### src/rtl/spi_host.sv
// SPI mode-0 host: one byte per CS frame, MSB first, SCK half-period = CLK_DIV clk cycles.
// Optional macro SPI_HOST_CS_HOLD_EN keeps CS low between bytes until a byte marked last.
module spi_host #(
   parameter int CLK_DIV = 4
) (
   input  logic       clk,
   input  logic       reset,
   input  logic       tx_valid_i,
   input  logic [7:0] tx_data_i,
   input  logic       tx_last_i,
   output logic       tx_ready_o,
   output logic       rx_valid_o,
   output logic [7:0] rx_data_o,
   output logic       busy_o,
   output logic       spi_sck_o,
   output logic       spi_copi_o,
   input  logic       spi_cipo_i,
   output logic       spi_cs_o
);

   if (CLK_DIV < 1 || CLK_DIV > 255) begin : g_bad_div
      $error("spi_host: CLK_DIV must be 1..255");
   end

   localparam logic [7:0] DIV_M1 = 8'(CLK_DIV - 1);

   typedef enum logic [2:0] {IDLE, SETUP, SHIFT, TAIL, GAP, WAIT} state_t;

   state_t     state, state_n;
   logic [7:0] cnt, cnt_n;
   logic [3:0] hp, hp_n;          // half-period ends already completed in this byte
   logic [6:0] tx_sh, tx_sh_n;    // bits still to present on copi
   logic [7:0] rx_sh, rx_sh_n;
   logic       sck_n, copi_n, cs_n, rx_valid_n;
   logic [7:0] rx_data_n;
   logic       hs;

`ifdef SPI_HOST_CS_HOLD_EN
   logic       last_q, last_n;
`else
   logic       unused_last;
   assign unused_last = tx_last_i;
`endif

   always_comb begin
      state_n    = state;
      cnt_n      = cnt;
      hp_n       = hp;
      tx_sh_n    = tx_sh;
      rx_sh_n    = rx_sh;
      sck_n      = spi_sck_o;
      copi_n     = spi_copi_o;
      cs_n       = spi_cs_o;
      rx_valid_n = 1'b0;
      rx_data_n  = rx_data_o;
      hs         = tx_valid_i & tx_ready_o;
`ifdef SPI_HOST_CS_HOLD_EN
      last_n     = last_q;
`endif
      case (state)
         IDLE: if (hs) begin
            state_n = SETUP;
            cnt_n   = DIV_M1;
            tx_sh_n = tx_data_i[6:0];
            cs_n    = 1'b0;
            copi_n  = tx_data_i[7];
`ifdef SPI_HOST_CS_HOLD_EN
            last_n  = tx_last_i;
`endif
         end
         // The end of SETUP is the first half-period end: SCK rises and cipo is sampled.
         SETUP: if (cnt != 8'd0) cnt_n = cnt - 8'd1;
         else begin
            state_n = SHIFT;
            cnt_n   = DIV_M1;
            hp_n    = 4'd1;
            sck_n   = 1'b1;
            rx_sh_n = {rx_sh[6:0], spi_cipo_i};
         end
         SHIFT: if (cnt != 8'd0) cnt_n = cnt - 8'd1;
         else begin
            cnt_n = DIV_M1;
            hp_n  = hp + 4'd1;
            if (!hp[0]) begin
               sck_n   = 1'b1;
               rx_sh_n = {rx_sh[6:0], spi_cipo_i};
            end else begin
               sck_n   = 1'b0;
               copi_n  = tx_sh[6];
               tx_sh_n = {tx_sh[5:0], 1'b0};
               if (hp == 4'd15) begin
                  copi_n     = 1'b0;
                  rx_valid_n = 1'b1;
                  rx_data_n  = rx_sh;
`ifdef SPI_HOST_CS_HOLD_EN
                  state_n    = last_q ? TAIL : WAIT;
`else
                  state_n    = TAIL;
`endif
               end
            end
         end
         TAIL: if (cnt != 8'd0) cnt_n = cnt - 8'd1;
         else begin
            state_n = GAP;
            cnt_n   = DIV_M1;
            cs_n    = 1'b1;
            copi_n  = 1'b0;
         end
         GAP: if (cnt != 8'd0) cnt_n = cnt - 8'd1;
         else state_n = IDLE;
`ifdef SPI_HOST_CS_HOLD_EN
         // Next byte enters SHIFT with its first half-period still in progress.
         WAIT: if (hs) begin
            state_n = SHIFT;
            cnt_n   = DIV_M1;
            hp_n    = 4'd0;
            tx_sh_n = tx_data_i[6:0];
            copi_n  = tx_data_i[7];
            last_n  = tx_last_i;
         end
`endif
         default: state_n = IDLE;
      endcase
   end

   always_ff @(posedge clk or posedge reset) begin
      if (reset) begin
         state      <= IDLE;
         cnt        <= 8'd0;
         hp         <= 4'd0;
         tx_sh      <= 7'd0;
         rx_sh      <= 8'd0;
         spi_sck_o  <= 1'b0;
         spi_copi_o <= 1'b0;
         spi_cs_o   <= 1'b1;
         rx_valid_o <= 1'b0;
         rx_data_o  <= 8'd0;
         tx_ready_o <= 1'b0;
         busy_o     <= 1'b0;
`ifdef SPI_HOST_CS_HOLD_EN
         last_q     <= 1'b1;
`endif
      end else begin
         state      <= state_n;
         cnt        <= cnt_n;
         hp         <= hp_n;
         tx_sh      <= tx_sh_n;
         rx_sh      <= rx_sh_n;
         spi_sck_o  <= sck_n;
         spi_copi_o <= copi_n;
         spi_cs_o   <= cs_n;
         rx_valid_o <= rx_valid_n;
         rx_data_o  <= rx_data_n;
         tx_ready_o <= (state_n == IDLE) || (state_n == WAIT);
         busy_o     <= (state_n != IDLE);
`ifdef SPI_HOST_CS_HOLD_EN
         last_q     <= last_n;
`endif
      end
   end

endmodule

### config.mk
export PLATFORM = sky130hd
export DESIGN_NAME = spi_host
export DESIGN_NICKNAME = d
export VERILOG_FILES = /design/src/rtl/spi_host.sv
export SDC_FILE = /design/constraint.sdc
export NUM_CORES = 1
export LEC_CHECK = 0
export CORE_UTILIZATION = 59
export DETAILED_ROUTE_END_ITERATION = 12
export PLACE_DENSITY = 0.84
export SLEW_MARGIN = 40
export SYNTH_ARGS = -nofsm -noshare
export SYNTH_HDL_FRONTEND = slang
export SYNTH_SLANG_ARGS = --single-unit
### constraint.sdc
create_clock -name clk -period 4.55 [get_ports clk]
set_input_delay 0.91 -clock clk [delete_from_list [all_inputs] [get_ports clk]]
set_output_delay 0.91 -clock clk [all_outputs]
set_load 0.05 [all_outputs]
=== Yosys cells after proc, flatten, opt, wreduce, memory -nomap -nowiden ===
Index checks and enable logic that the tools add are counted.

* $add $sub $neg: 2
* Equal/unequal tests: 13
* Muxes and demuxes: 39
* Bitwise gates (word level): 2
* Reductions and logical operators: 18

{| class="wikitable"
|+ Operators by type and width
! kind !! count
|-
| 8-bit 2-to-1 mux || 6
|-
| 8-bit case mux with 3 select lines || 1
|-
| 3-bit 2-to-1 mux || 7
|-
| 7-bit 2-to-1 mux || 3
|-
| 8-bit case mux with 2 select lines || 1
|-
| 3-bit case mux with 5 select lines || 1
|-
| 2-bit != test (second input constant) || 7
|-
| 7-bit case mux with 2 select lines || 1
|-
| 1-bit 2-to-1 mux || 13
|-
| 4-bit AND reduction || 3
|-
| 3-bit AND reduction || 3
|-
| 3-bit nonzero test || 3
|-
| 4-bit 2-to-1 mux || 2
|-
| 4-bit case mux with 2 select lines || 1
|-
| 8-bit nonzero test || 1
|-
| 8-bit by 1-bit subtractor with 8-bit output (second input constant) || 1
|-
| 3-bit by 2-bit equality test with 1-bit output (second input constant) || 2
|-
| 3-bit equality test (second input constant) || 2
|-
| 3-bit zero test || 2
|-
| 2-bit nonzero test || 3
|-
| 5-bit AND reduction || 1
|-
| 4-bit by 1-bit adder with 4-bit output (second input constant) || 1
|-
| 4-bit equality test (second input constant) || 1
|-
| 1-bit case mux with 2 select lines || 2
|-
| 6 further kinds || 6
|}

* Flip-flop bits (word level): 44
* Bits of input ports: 13
* Word-level logic and storage cells: 86

=== Depth between registers and ports, before layout ===
Gate-level depths: netlist (run 1).

* Depth in word-level cells: 7
* Mapped depth: 7

=== Worst setup path before layout (run 1) ===
Ideal clock, no wire load.

* Path kind: register to register
* Start point: register cnt[0]
* End point: register rx_data_o[0]
* Library setup time: 125 ps
* Arrival time: 2110 ps
* Path slack: 2315 ps
* Stages on the path, launching flop included: 8
* Path buffers: 1
* Period minus slack after synthesis: 2235 ps
* Cell sequence: dfrtp_1 -> inv_1 -> ha_1 -> or3b_2 -> or2_1 -> or3_1 -> buf_6 -> mux2_4

* Word-level cells in the longest chain between the ends: 3

{| class="wikitable"
|+ Ends and longest elaborated chain
! element !! line !! source
|-
| from (decl) || 30 || <nowiki>logic [7:0] cnt, cnt_n;</nowiki>
|-
| from (signal assigned) || 146 || <nowiki>cnt <= cnt_n;</nowiki>
|-
| 8-bit nonzero test || 80 || <nowiki>SHIFT: if (cnt != 8'd0) cnt_n = cnt - 8'd1;</nowiki>
|-
| 1-bit NOT (no line) || -- ||
|-
| 4-bit AND reduction (no line) || -- ||
|-
| to (signal assigned) || 154 || <nowiki>rx_data_o <= rx_data_n;</nowiki>
|-
| to (decl) || 13 || <nowiki>output logic [7:0] rx_data_o,</nowiki>
|}

No other way between the ends.
A chain may end at the register's enable or synchronous reset.

=== Worst setup path in the final report (run 1) ===
* Start point: register cnt[0]
* End point: register rx_data_o[4]

Same word-level chain as after synthesis.

==> impl_results.md, run 1 <==
* Synth-to-Final Area Change at 17.36%
* Clock transition at path regs at 0.12 ns
* Global-route wire length before repair at 6858 microns
* Number of max-cap violations at 0
* Crit Path Max Fanout at 11
* HP Start: tx_sh[4]$_DFFE_PP0P_
* Post-route core utilization at 74.03%
* Worst voltage drop across the vdd grid at 0.1943 mV
* Power Internal at 0.0005137 W
* Class of the tightest hold or removal check: register to register
* Routed wire length at approximately 4000 microns
* Cell count after synthesis at 185
* Yosys warning total at 0
* Post-Layout Cell Count at between 200 and 300
* Pin count of the biggest net entering global routing at 44
* Worst skew pair latency at 0.36 ns
* Number of global-route vias before repair at 1508
* Row count at 21
* Cts bufs inserted at 5
* Fmax at 368.0 MHz
* Most common library cell in the layout ignoring fill and taps: dfrtp_1
* Placed instance area at 2447 sq um
* Sequential fraction of design power at 59.3%
* CP max stage delay at approximately 0.66 ns
* Clock Path Buffers at 2
* Worst slew pin tran at 0.7108 ns
* H-Tree Level Count at 2
* Chip Width at roughly 62 microns
* Share of the clock period used by the worst path after layout at 59.73%
* Hold path depth at 1
* Final-layout setup total negative slack at 0 ns
* Number of antenna violations at the first check in global routing at 0
* Proportion of synthesized flip-flops having asynchronous set or reset at 100.0%
* Ratio of total power to cell area at 258.7 nW/um^2
* Post-route DRC at 0
* Dpl hpwl at 2723 microns
* Sw power at 0.0001404 W
* Post-route minimum period at around 2.7 ns
* Type of the worst setup path: register to register
* Number of synthesized register bits at 43
* Final Hold Fails at 0
* GRT Residual Overflow at 0
* Number of unique standard cell types used by synthesis at 47
* Critical Path, Cell by Cell: inv_1, ha_1, or3b_2, or2_1, or3_1, mux2_4
* Port Buf Inserts at 25
* Clock group share of total power at ~37%
* Via density per instance at 6.008
* Cts hold-fix bufs at 0
* Clock tree from TritonCTS: built
* Cell type of the slowest stage on the worst timing path: or3_1
* Post-route antenna net violation count at 0
* Effective utilization at floorplan at 63.08%
* Final Wtd Congestion at 0.8436
* R2r setup slk at about 1.8 ns
* Worst Hold Endpoint: tx_sh[4]$_DFFE_PP0P_
* Die Y at 62.43 microns
* Combined buffer and inverter count along the critical path at 1
* Global router's overall resource usage at 22.35%
* Gates resized, CTS repair at 0
* 1st-pass router iterations at 4
* Nature of the critical path endpoint: register
* Number of vias in the routed layout at between 1500 and 2000
* Fin nets at between 200 and 250
* Cell area after synthesis at 2155 sq um
* Die ar. at ~4000 sq um
* Number of placed cells counting well taps at 250
* Setup bufs post-CTS at 0
* Cell class contributing the biggest share of worst-path delay: simple AND/OR/NAND/NOR gates
* Ports at 27
* WP data arrival at 2.97 ns
* Sequential element share of the synthesized area at 50.00%
* Run status: complete, no violations
* Area of the core region at 3416 sq um
* Slew Limit Fails at 0
* Worst R2R Start: cnt[0]$_DFFE_PP0P_
* Final instance area at 2529 sq um
* Starting DRT DRC Count at 65
* LEAKAGE at 1.127 nW
* Crit Reg-Reg Endpoint: rx_data_o[4]$_DFFE_PP0P_
* Critical path startpoint category: register
* Fraction of power spent switching nets at 21.47%
* CTS sink count at 43
* Commonest non-fill, non-tap cells in the layout: 42 x dfrtp_1, 25 x clkdlybuf4s50_1, 22 x mux2_2, 10 x nand3_1, 9 x nand2_1
* Average routed wire per standard cell at 15.25 microns
* Worst max-slew margin expressed relative to the limit at between 50% and 60%
* Antenna cell count at 0
* Required time of the critical path at roughly 4.8 ns
* Unrepaired setup endpoints after global routing: false
* Comb power frac at 3.6%
* Layout cell share with drive strength beyond 1 at 23.11%
* Number of cell instances on the worst register-to-register path at 6
* Synth Net Count at 201
* Final Setup Violations at 0
* Clock root cell: clkbuf_4
* Post-Route Skew at 0.01438 ns
* Number of enable flip-flop cells after synthesis at 0
* Synthesized area per cell at 11.65 sq um
* Predominant post-synthesis flop cell: dfrtp_1
[final cells by class]
class,count,area [sq um]
Inverter,6,22.52
Clock inverter,3,43.79
Sequential cell,43,1077
Multi-Input combinational cell,129,1032
Clock buffer,5,37.54
Tap cell,46,57.56
Timing Repair Buffer,26,257.7
Fill cell,232,887.1
[sequential cells by signal, indices dropped and copies added (netlist names), 3 cells and up]
name	flops
hp	4
rx_data_o	8
state	3
rx_sh	8
cnt	8
tx_sh	7
[cell families (layout without fill, tap and decap cells)]
family          after synthesis  in the layout  share of synthesized area, %
mux                          35             35                         19.40
buf+inv                      13             40                         2.671
simple gates                 57             57                         15.45
fa+ha+maj                     3              3                         1.742
compound gates               32             32                         9.931
flops                        43             43                         50.00
xor+xnor                      2              2                        0.8132
[routing by layer]
metal / wire [microns] / up-vias / GRT usage [%]
met2: 1903 / 51 / 36.28
met4: 49 / 0 / 7.558
met3: 181 / 4 / 4.745
met5: 0 / - / 0
met1: 1800 / 757 / 29.88
li1: - / 738 / -
[power by group through the flow]
| stage | logic (W) | registers (W) | clock network [W] |
|---|---|---|---|
| after floorplan | 0.00000894 | 0.000396 | 0 |
| after global placement | 0.0000232 | 0.000395 | 0 |
| after detailed placement | 0.0000241 | 0.000396 | 0 |
| after CTS | 0.0000242 | 0.000388 | 0.000247 |
| after global routing | 0.0000264 | 0.000389 | 0.000263 |
| final | 0.0000234 | 0.000388 | 0.000243 |
[through the flow]
| stage | hold slack [ns] | setup WS [ns] | total power [W] |
|---|---|---|---|
| finish | 0.5181 | 1.832 | 0.0006541 |
| global route | 0.5427 | 1.710 | 0.0006781 |
| CTS | 0.5206 | 1.841 | 0.0006595 |
| detailed placement | 0.4920 | 1.635 | 0.0004196 |
| global placement | 0.4870 | 1.712 | 0.0004184 |
| floorplan | 0.4750 | 2.315 | 0.0004054 |
[worst max-delay path by stage]
stage	startpoint	endpoint	slack, ns	cells past startpoint
after floorplan	cnt[0]$_DFFE_PP0P_	rx_data_o[0]$_DFFE_PP0P_	2.32	7
after global placement	tx_valid_i	tx_sh[1]$_DFFE_PP0P_	1.71	4
after detailed placement	tx_valid_i	tx_sh[3]$_DFFE_PP0P_	1.63	4
after CTS	cnt[0]$_DFFE_PP0P_	rx_data_o[4]$_DFFE_PP0P_	1.84	6
after global routing	cnt[0]$_DFFE_PP0P_	rx_data_o[0]$_DFFE_PP0P_	1.71	6
final	cnt[0]$_DFFE_PP0P_	rx_data_o[4]$_DFFE_PP0P_	1.83	6
[cell usage after synthesis, types with 2 or more instances]
cell type | count | area share (%)
mux2i_1 | 5 | 2.3
clkbuf_1 | 5 | 0.87
a22o_1 | 2 | 0.81
a21boi_0 | 2 | 0.70
ha_1 | 3 | 1.7
o21ai_0 | 7 | 1.6
dfrtp_1 | 42 | 49
a21oi_1 | 7 | 1.6
mux2_4 | 8 | 5.6
and2_1 | 2 | 0.58
nor4b_1 | 2 | 0.81
nor2_1 | 6 | 1.0
mux2_2 | 22 | 11
inv_1 | 6 | 1.0
a21o_1 | 2 | 0.70
or2_2 | 3 | 0.87
nand3b_1 | 6 | 2.1
nor4_1 | 3 | 0.87
nand3_1 | 10 | 2.3
nand4_1 | 2 | 0.58
nand2b_1 | 3 | 0.87
or3_1 | 4 | 1.2
nand2_1 | 9 | 1.6
No activity file was read; power rests on OpenSTA's default activity.
==> inputs of run 2 (changes only) <==
Settings changed: CORE_UTILIZATION 59 to 49, PLACE_DENSITY 0.84 to 0.75.
Clock period 4.55 ns to 2.27 ns, I/O delays scaled along.
==> run 2 against run 1 <==
Cell count rose by 8.5%. Worst setup slack got worse by 1.8 ns. Design area rose by 8.3%. Maximum frequency rose by 21%. Hold slack got worse by 0.012 ns. Utilization fell by 7.5 points. Count of clock-buffer cells in the layout did not move. Total power rose by 120%. Critical endpoint is now rx_data_o[1]$_DFFE_PP0P_. Largest cell class unchanged.
==> impl_results.md, run 2 (synthesis results as in run 1) <==
* Area of the core region at 4115 sq um (+20%)
* Number of max-cap violations at 0 (unchanged)
* Pin count of the biggest net entering global routing at 44 (unchanged)
* Required time of the critical path at 2.46 ns (-2.35 ns)
* Fin nets at 245 (+7.9%)
* Chip Width at 68.31 microns (+9.4%)
* Average routed wire per standard cell at 16.25 microns (+6.6%)
* H-Tree Level Count at 2 (unchanged)
* Post-route DRC at 0 (unchanged)
* Starting DRT DRC Count at 122 (+88%)
* Layout cell share with drive strength beyond 1 at 30.43% (+7.3 points)
* Number of fill cells in the layout at 323 (+39%)
* Fmax at 445.5 MHz (+21%)
* Top Registers: cnt (8), rx_data_o (8), rx_sh (8)
* WP data arrival at 2.43 ns (-0.54 ns)
* Final Wtd Congestion at 0.8423 (-0.15%)
* Final-layout setup total negative slack at 0 ns (unchanged)
* GRT Residual Overflow at 0 (unchanged)
* Setup bufs post-CTS at 0 (unchanged)
* Global router's overall resource usage at 22.36% (about the same)
* Run status: complete, no violations
* Critical path startpoint category: register
* Nature of the critical path endpoint: register
* Crit Path Max Fanout at 5 (-6)
* Ports at 27 (unchanged)
* Commonest non-fill, non-tap cells in the layout: 42 x dfrtp_1, 25 x clkdlybuf4s50_1, 22 x mux2_2, 15 x buf_4, 10 x nand3_1
* Clock transition at path regs at 0.09 ns (-0.03 ns)
* Final Setup Violations at 0 (unchanged)
* Synth-to-Final Area Change at 27.06%
* Clock root cell: clkbuf_8
* Most common library cell in the layout ignoring fill and taps: dfrtp_1
* Worst max-slew margin expressed relative to the limit at 64.02% (+12 points)
* Die Y at 68.31 microns (+9.4%)
* Final Hold Fails at 0 (unchanged)
* Final instance area at 2738 sq um (+8.3%)
* Antenna cell count at 0 (unchanged)
* Cts hold-fix bufs at 0 (unchanged)
* 1st-pass router iterations at 4 (unchanged)
* Clock Path Buffers at 2 (unchanged)
* Worst voltage drop across the vdd grid at 0.4203 mV (+120%)
* Number of antenna violations at the first check in global routing at 0 (unchanged)
* Number of global-route vias before repair at 1609 (+6.7%)
* Share of the clock period used by the worst path after layout at 98.88% (+39 points)
* Clock tree from TritonCTS: built
* Row count at 23 (+9.5%)
* Global-route wire length before repair at 7500 microns (+9.4%)
* Effective utilization at floorplan at 52.36% (-11 points)
* Cts bufs inserted at 5 (unchanged)
* Die ar. at 4666 sq um (+20%)
* Placed instance area at 2567 sq um (+4.9%)
* Ratio of total power to cell area at 523.0 nW/um^2 (+100%)
* Slew Limit Fails at 0 (unchanged)
* Post-Route Skew at 0.003555 ns (-0.01082 ns)
* Port Buf Inserts at 25 (unchanged)
* Post-route minimum period at 2.245 ns (-0.4730 ns)
* Class of the tightest hold or removal check: register to register
* Worst skew pair latency at 0.30 ns (-0.06 ns)
* Worst slew pin tran at 0.5397 ns (-0.1710 ns)
* CTS sink count at 43 (unchanged)
* Post-route antenna net violation count at 0 (unchanged)
* LEAKAGE at 1.235 nW (+9.6%)
* Via density per instance at 5.793 (-3.6%)
* Type of the worst setup path: register to register
* Dpl hpwl at 3186 microns (+17%)
* Number of vias in the routed layout at 1622 (+4.6%)
* Routed wire length at 4551 microns (+16%)
## run 2: changes by cell type in the layout (fill, tap and decap cells not counted), moves of 4 or more
cell,delta
clkbuf_8,+5
buf_6,+4
clkbuf_4,-5
buf_4,+14
## run 2: routing by layer
metal	GRT usage, %	vias to the layer above	share of wire (%)
met1	28.56	804	46
met4	9.375	0	1.5
met2	35.91	44	49
met5	0	-	0
met3	5.500	7	3.8
li1	-	767	-
## run 2: layout make-up
type                    instances  area [sq um]  area share (%)
well taps                      50         62.56           2.285
clock inverters                 3         43.79           1.600
repair buffers                 44         407.9           14.90
multi-input cells             129          1055           38.53
inverters                       6         22.52          0.8227
flip-flops and latches         43          1077           39.35
clock buffers                   5         68.82           2.514
## run 2: path summary, 6_finish.rpt
check	from	slack, ns	to	cells after the start
hold / removal	rx_sh[7]$_DFFE_PP0P_	0.51	rx_data_o[7]$_DFFE_PP0P_	1
min in group asynchronous	reset	0.59	rx_sh[0]$_DFFE_PP0P_	3
max in group asynchronous	reset	1.30	rx_sh[3]$_DFFE_PP0P_	3
setup reg to reg	cnt[0]$_DFFE_PP0P_	0.03	rx_data_o[1]$_DFFE_PP0P_	7
setup / recovery	cnt[0]$_DFFE_PP0P_	0.03	rx_data_o[1]$_DFFE_PP0P_	7
hold reg to reg	rx_sh[7]$_DFFE_PP0P_	0.51	rx_data_o[7]$_DFFE_PP0P_	1
## run 2: repair_timing
item | in CTS | in global routing
gates resized for setup | 8 | 5
pin swaps | 2 | 0
hold endpoints to repair | 0 | 0
setup endpoints to repair | 15 | 15
gates cloned | 1 | 0
## run 2: power breakdown
| group | switching (W) | total, W | leakage, nW | internal [W] |
|---|---|---|---|---|
| Combinational | 0.0000228 | 0.0000475 | 0.623 | 0.0000247 |
| Clock | 0.000279 | 0.000607 | 0.0581 | 0.000328 |
| Sequential | 0.00000504 | 0.000778 | 0.554 | 0.000773 |
| Total | 0.000307 | 0.00143 | 1.24 | 0.00113 |
## run 2: through the flow
stage	power [W]	instances	hold WS, ns	setup WS (ns)	util [%]
finish	0.001432	280	0.5065	0.02538	66.52
global route	0.001484	280	0.5215	-0.009662	66.52
CTS	0.001450	280	0.5119	0.04278	65.83
detailed placement	0.0008421	271	0.4924	-0.03579	62.39
global placement	0.0008397	271	0.4833	-0.0005209	62.39
floorplan	0.0008125	185	0.4750	0.03530	-
## run 2: critical path: stages, from the launching register on
cell	delay, ns
dfrtp_1	0.40
inv_1	0.12
ha_4	0.14
or3b_4	0.37
or2_4	0.27
or3_4	0.38
buf_6	0.15
mux2_4	0.30
